`src/rtl/dir_pkg.sv`:
```
// dir_pkg: shared sprite-direction encoding for the frame-rate sprite blocks
// and color_mapper's direction case.
//
// The direction code is a 3x3 grid laid out as (3 * row + col):
//   row 0 = rising, 1 = level, 2 = falling
//   col 0 = left,   1 = none,  2 = right
// Codes 9..15 are never produced.
package dir_pkg;

  typedef logic [3:0] dir_t;

  localparam dir_t DIR_LU    = 4'd0;
  localparam dir_t DIR_UP    = 4'd1;
  localparam dir_t DIR_RU    = 4'd2;
  localparam dir_t DIR_LEFT  = 4'd3;
  localparam dir_t DIR_STILL = 4'd4;
  localparam dir_t DIR_RIGHT = 4'd5;
  localparam dir_t DIR_LD    = 4'd6;
  localparam dir_t DIR_DOWN  = 4'd7;
  localparam dir_t DIR_RD    = 4'd8;

  // Conflicting or absent intent on an axis collapses to the centre column/row.
  function automatic dir_t raw_dir(input logic left, input logic right,
                                   input logic up, input logic down);
    logic [3:0] col;
    logic [3:0] row;
    col = (left && !right) ? 4'd0 : ((right && !left) ? 4'd2 : 4'd1);
    row = (up && !down)    ? 4'd0 : ((down && !up)    ? 4'd2 : 4'd1);
    return dir_t'((row * 4'd3) + col);
  endfunction

endpackage

```
`src/rtl/frame_edge_sync.sv`:
```
// frame_edge_sync: brings an asynchronous frame strobe (VSYNC) into the clk
// domain and emits a registered one-cycle pulse per rising edge.
//
// Ports:
//   clk        system clock, rising edge
//   reset      synchronous, active-high
//   strobe     asynchronous frame strobe
//   tick       one-cycle pulse per synchronized 0->1 transition
//
// All flops reset to 1 (tick to 0) so a strobe that is already high at reset
// release does not count as an edge.
module frame_edge_sync (
  input  logic clk,
  input  logic reset,
  input  logic strobe,
  output logic tick
);

  logic sync_1;
  logic sync_2;
  logic sync_prev;

  always_ff @(posedge clk) begin
    if (reset) begin
      sync_1    <= 1'b1;
      sync_2    <= 1'b1;
      sync_prev <= 1'b1;
      tick      <= 1'b0;
    end else begin
      sync_1    <= strobe;
      sync_2    <= sync_1;
      sync_prev <= sync_2;
      tick      <= sync_2 & ~sync_prev;
    end
  end

endmodule

```
`src/rtl/fireboy_direction_sequencer.sv`:
```
// fireboy_direction_sequencer: per-character sprite-direction controller.
// Once per frame it samples the movement/velocity flags, debounces the raw
// 3x3 direction (a new value must persist HOLD_FRAMES ticks before it is
// committed) and advances an animation phase while the character is moving.
//
// Ports:
//   Clk          system clock, rising edge
//   Reset        synchronous, active-high
//   frame_clk    asynchronous VSYNC-derived frame strobe
//   enable       1 = process frame ticks, 0 = freeze all state
//   move_left    horizontal intent left
//   move_right   horizontal intent right
//   vy_up        character rising
//   vy_down      character falling
//   direction    committed direction code (dir_pkg encoding)
//   anim_phase   animation phase 0..ANIM_LEN-1
//   dir_changed  one-cycle pulse after a new direction is committed
//   frame_tick   one-cycle pulse per frame_clk rising edge
//
// All outputs are registered.
module fireboy_direction_sequencer
  import dir_pkg::*;
#(
  parameter int HOLD_FRAMES = 2,
  parameter int ANIM_DIV    = 4,
  parameter int ANIM_LEN    = 4
) (
  input  logic       Clk,
  input  logic       Reset,
  input  logic       frame_clk,
  input  logic       enable,
  input  logic       move_left,
  input  logic       move_right,
  input  logic       vy_up,
  input  logic       vy_down,
  output logic [3:0] direction,
  output logic [1:0] anim_phase,
  output logic       dir_changed,
  output logic       frame_tick
);

  localparam logic [3:0] HOLD_LIM = 4'(HOLD_FRAMES);
  localparam logic [3:0] DIV_LAST = 4'(ANIM_DIV - 1);
  localparam logic [1:0] PH_LAST  = 2'(ANIM_LEN - 1);

  dir_t       dir_q,     dir_d;
  dir_t       cand_q,    cand_d;
  logic [3:0] cnt_q,     cnt_d;
  logic [3:0] div_q,     div_d;
  logic [1:0] phase_q,   phase_d;
  logic       changed_q, changed_d;

  dir_t       raw;
  logic [3:0] cnt_new;
  logic       commit;

  frame_edge_sync u_frame_edge_sync (
    .clk    (Clk),
    .reset  (Reset),
    .strobe (frame_clk),
    .tick   (frame_tick)
  );

  assign raw = raw_dir(move_left, move_right, vy_up, vy_down);

  always_comb begin
    dir_d     = dir_q;
    cand_d    = cand_q;
    cnt_d     = cnt_q;
    div_d     = div_q;
    phase_d   = phase_q;
    changed_d = 1'b0;
    cnt_new   = 4'd0;
    commit    = 1'b0;

    if (frame_tick && enable) begin
      // Debounce: a differing raw code must repeat to build up the count.
      if (raw == dir_q) begin
        cnt_d  = 4'd0;
        cand_d = raw;
      end else begin
        if (raw != cand_q) cnt_new = 4'd1;
        else               cnt_new = (cnt_q == 4'hF) ? 4'hF : cnt_q + 4'd1;
        cand_d = raw;
        if (cnt_new >= HOLD_LIM) begin
          commit    = 1'b1;
          dir_d     = raw;
          cnt_d     = 4'd0;
          changed_d = 1'b1;
        end else begin
          cnt_d = cnt_new;
        end
      end

      // Animation restarts on a new direction and idles while still.
      if (commit || dir_q == DIR_STILL) begin
        div_d   = 4'd0;
        phase_d = 2'd0;
      end else if (div_q == DIV_LAST) begin
        div_d   = 4'd0;
        phase_d = (phase_q == PH_LAST) ? 2'd0 : phase_q + 2'd1;
      end else begin
        div_d = div_q + 4'd1;
      end
    end
  end

  always_ff @(posedge Clk) begin
    if (Reset) begin
      dir_q     <= DIR_STILL;
      cand_q    <= DIR_STILL;
      cnt_q     <= 4'd0;
      div_q     <= 4'd0;
      phase_q   <= 2'd0;
      changed_q <= 1'b0;
    end else begin
      dir_q     <= dir_d;
      cand_q    <= cand_d;
      cnt_q     <= cnt_d;
      div_q     <= div_d;
      phase_q   <= phase_d;
      changed_q <= changed_d;
    end
  end

  assign direction   = dir_q;
  assign anim_phase  = phase_q;
  assign dir_changed = changed_q;

endmodule
```
`config.mk`:
```
export PLATFORM = sky130hd
export DESIGN_NAME = fireboy_direction_sequencer
export DESIGN_NICKNAME = d
export VERILOG_FILES = /design/src/rtl/dir_pkg.sv /design/src/rtl/frame_edge_sync.sv /design/src/rtl/fireboy_direction_sequencer.sv
export SDC_FILE = /design/constraint.sdc
export NUM_CORES = 1
export LEC_CHECK = 0
export CAP_MARGIN = 10
export CORE_UTILIZATION = 60
export CTS_BUF_LIST = sky130_fd_sc_hd__clkbuf_4 sky130_fd_sc_hd__clkbuf_8
export DETAILED_ROUTE_END_ITERATION = 16
export PLACE_DENSITY = 0.87
export SLEW_MARGIN = 20
export SYNTH_ARGS = -nofsm -noshare
export SYNTH_HDL_FRONTEND = slang
export SYNTH_SLANG_ARGS = --single-unit
```
`constraint.sdc`:
```
create_clock -name Clk -period 7.3 [get_ports Clk]
set_clock_uncertainty 0.15 [all_clocks]
set_input_delay 1.095 -clock Clk [delete_from_list [all_inputs] [get_ports Clk]]
set_output_delay 1.095 -clock Clk [all_outputs]
set_load 0.05 [all_outputs]
```
==> qor.yml <==
drt_pass1_iterations: 4
core_sq_um: 1780
layout_setup_ws_ns: 3.12
grt_overflow: 0
hp-class: "reg -> reg"
cts_buffers: 3
fin_crit_ns: 4.18
instances_no_fill: 163
track_usage_pct: 26.0
drt_iter0_markers: 17
antenna_found_initial: 0
die_y_microns: 46.1
cap_viol_max_count: 0
grt_pass1_vias: 932
ys_seq_area_share_pct: 39.4
synth_area_leaders: "dfxtp_1, ha_1, nand2_1, nor2_1, xnor2_1"
synthCells: 123
drc_errors: 0
grt_max_degree: 22
arrival_ns: 4.22
critical_path_class: "in -> reg"
synth_top_area_cell: "dfxtp_1"
syn_nets: 141
fin_total_pwr_mw: 0.221
place.gp.congestion: 0.810
post_dp_cell_area_sq_um: 1340
p_int_mw: 0.163
power_frac_seq_pct: 57.5
p_clk_share_pct: 26.6
ctsResizeCount: 0
outcome: "finished clean"
wl_per_cell_microns: 14.6
irDropWorstVdd_v: 0.000131
worstMarginPinSlew_ns: 0.728
die_area_sq_um: 2130
finalCritPeriodShare_pct: 57.3
fill_cells: 124
clk_pin_slew_ns: 0.12
hold_violations: 0
slew_viol_final: 0
vias: 926
busiest_layer: "met2"
fmax_mhz: 239
power_leakage_nw: 0.511
drtAntennaViolNets: 0
switchingPower_mw: 0.0582
cts_hold_buffers: 0
clkSinkCount: 23
dpl_worst_slack_ns: 2.75
viasPerCell: 5.68
post-cts-setup-buffer-count: 0
cp-start-kind: "input pin"
tns_ns: 0
wl_mm: 2.37
hpwlAfterDp_mm: 1.87
gr-usage-met2_pct: 48.2
yosys.cell_types.count: 40
fin_nets: 157
syn_area_sq_um: 1170
ios: 16
ys_warn_count: 0
dp_cells: 159
avgSynthCellArea_sq_um: 9.50
antenna_cells: 0
utilization_pct: 76.4
pwr-share-comb_pct: 15.9
clock-root-buffer: "clkbuf_4"
swShare_pct: 26.4
areaGrowthSynthToFinish_pct: 16.6
drive_above_1_share_pct: 10.9
start_util_pct: 65.5
stdcell_area_sq_um: 1360
setup_viol: 0
cts_buffer_depth: 2
grt_pass1_wl_mm: 3.82
power_density_nw_per_um2: 162
timing.hold.ws_ns: 0.245
critPathCaptureType: "flip-flop"
die_w_microns: 46.1
clk_latency_ns: 0.32
tritoncts: "built"
cp_data_required_time_ns: 7.34
grtUsageMet3_pct: 7.45
path_max_fanout: 8
rows: 15
synth_top_area_share_pct: 39.4
h-tree-depth: 1
ys_seq_elements: 23
rsz0062_at_grt: "no"
use_met1_pct: 27.2
io_buffers: 15
max_slew_margin_pct: 50.8
-- sequential cells by signal, indices dropped and copies added (netlist names) --
name                         flops
anim_phase                       2
dir_changed                      1
div_q                            4
u_frame_edge_sync.sync_2         1
u_frame_edge_sync.sync_prev      1
cand_q                           4
u_frame_edge_sync.sync_1         1
cnt_q                            4
u_frame_edge_sync.tick           1
direction                        4
-- path summary, 6_finish.rpt --
| path | startpoint | slack, ns | depth (start not counted) | endpoint |
|---|---|---|---|---|
| setup / recovery | vy_up | 3.12 | 12 | direction[0] |
| hold / removal | u_frame_edge_sync.sync_prev | 0.24 | 1 | u_frame_edge_sync.tick |
| setup reg to reg | cnt_q[0] | 5.11 | 6 | direction[0] |
| hold reg to reg | u_frame_edge_sync.sync_prev | 0.24 | 1 | u_frame_edge_sync.tick |
-- synth_stat cells (all sizes together) --
| library cell | count |
|---|---|
| o21ai | 4 |
| a211o | 1 |
| nor2 | 12 |
| inv | 7 |
| a2111oi | 1 |
| a21o | 1 |
| nor3 | 4 |
| and3 | 3 |
| nand3 | 1 |
| a31oi | 1 |
| o31a | 2 |
| nor4b | 1 |
| xnor2 | 4 |
| clkbuf | 4 |
| nor2b | 1 |
| nor4 | 1 |
| ha | 9 |
| or3 | 2 |
| o22ai | 1 |
| a22o | 2 |
| dfxtp | 23 |
| nor3b | 1 |
| a211oi | 3 |
| fa | 1 |
| and2 | 3 |
| nand2 | 11 |
| mux2i | 2 |
| nand2b | 2 |
| o32ai | 1 |
| or2 | 3 |
| a21oi | 4 |
| o21ba | 1 |
| a22oi | 1 |
| nand4 | 1 |
| xor2 | 4 |
-- cells in the final DEF, fill, tap and decap left out, types with 2 or more instances in the layout --
cell             Yosys  routed
a211oi_1             2       2
a21oi_1              4       4
a22o_1               2       2
and2_1               3       3
and3_1               3       3
clkbuf_4             0       3
clkdlybuf4s50_1      0      15
dfxtp_1             23      23
ha_1                 9       9
inv_1                7       7
mux2i_1              2       2
nand2_1             11      11
nand2b_1             2       2
nor2_1              11      11
nor3_1               4       4
o21ai_0              2       2
o21ai_1              2       2
or2_2                3       3
xnor2_1              4       4
xor2_1               4       4
-- power by group through the flow --
stage | clock network (mW) | registers, mW | logic (mW)
floorplan | 0 | 0.130 | 0.0252
global placement | 0 | 0.130 | 0.0329
detailed placement | 0 | 0.130 | 0.0348
CTS | 0.0596 | 0.127 | 0.0350
global route | 0.0655 | 0.127 | 0.0380
finish | 0.0587 | 0.127 | 0.0350
-- critical path: stages --
cell and delay, ns:
clkdlybuf4s50_1 0.48, inv_1 0.05, ha_1 0.31, ha_1 0.21, ha_1 0.18, inv_1 0.07, fa_1 0.49, xnor2_1 0.29
nor4_4 0.09, a2111oi_4 0.61, mux2i_1 0.27, nor2_1 0.06
-- final cells by class --
cell class / instances / area, sq um / area share (%)
clock buffer: 3 / 22.5 / 1.65
tap: 25 / 31.3 / 2.30
multi-input combinational: 89 / 667 / 48.9
timing repair buffer: 15 / 150 / 11.0
clock inverter: 1 / 5.00 / 0.367
sequential: 23 / 460 / 33.8
inverter: 7 / 26.3 / 1.93
-- cells by family after synthesis --
group                    share of synthesized area (%)
AND/OR/NAND/NOR                                   21.4
AO/OA/AOI/OAI                                     16.6
flip-flops                                        39.4
buffers and inverters                             3.53
adder cells (fa/ha/maj)                           11.3
XOR/XNOR                                          6.00
multiplexers                                      1.71
-- layer usage --
metal  vias up  wire length (microns)
met2        26                   1270
met5         -                      0
met3         5                    105
met1       437                    965
li1        458                      -
met4         0                     31
Note: power is estimated with default switching activity, not from simulation.
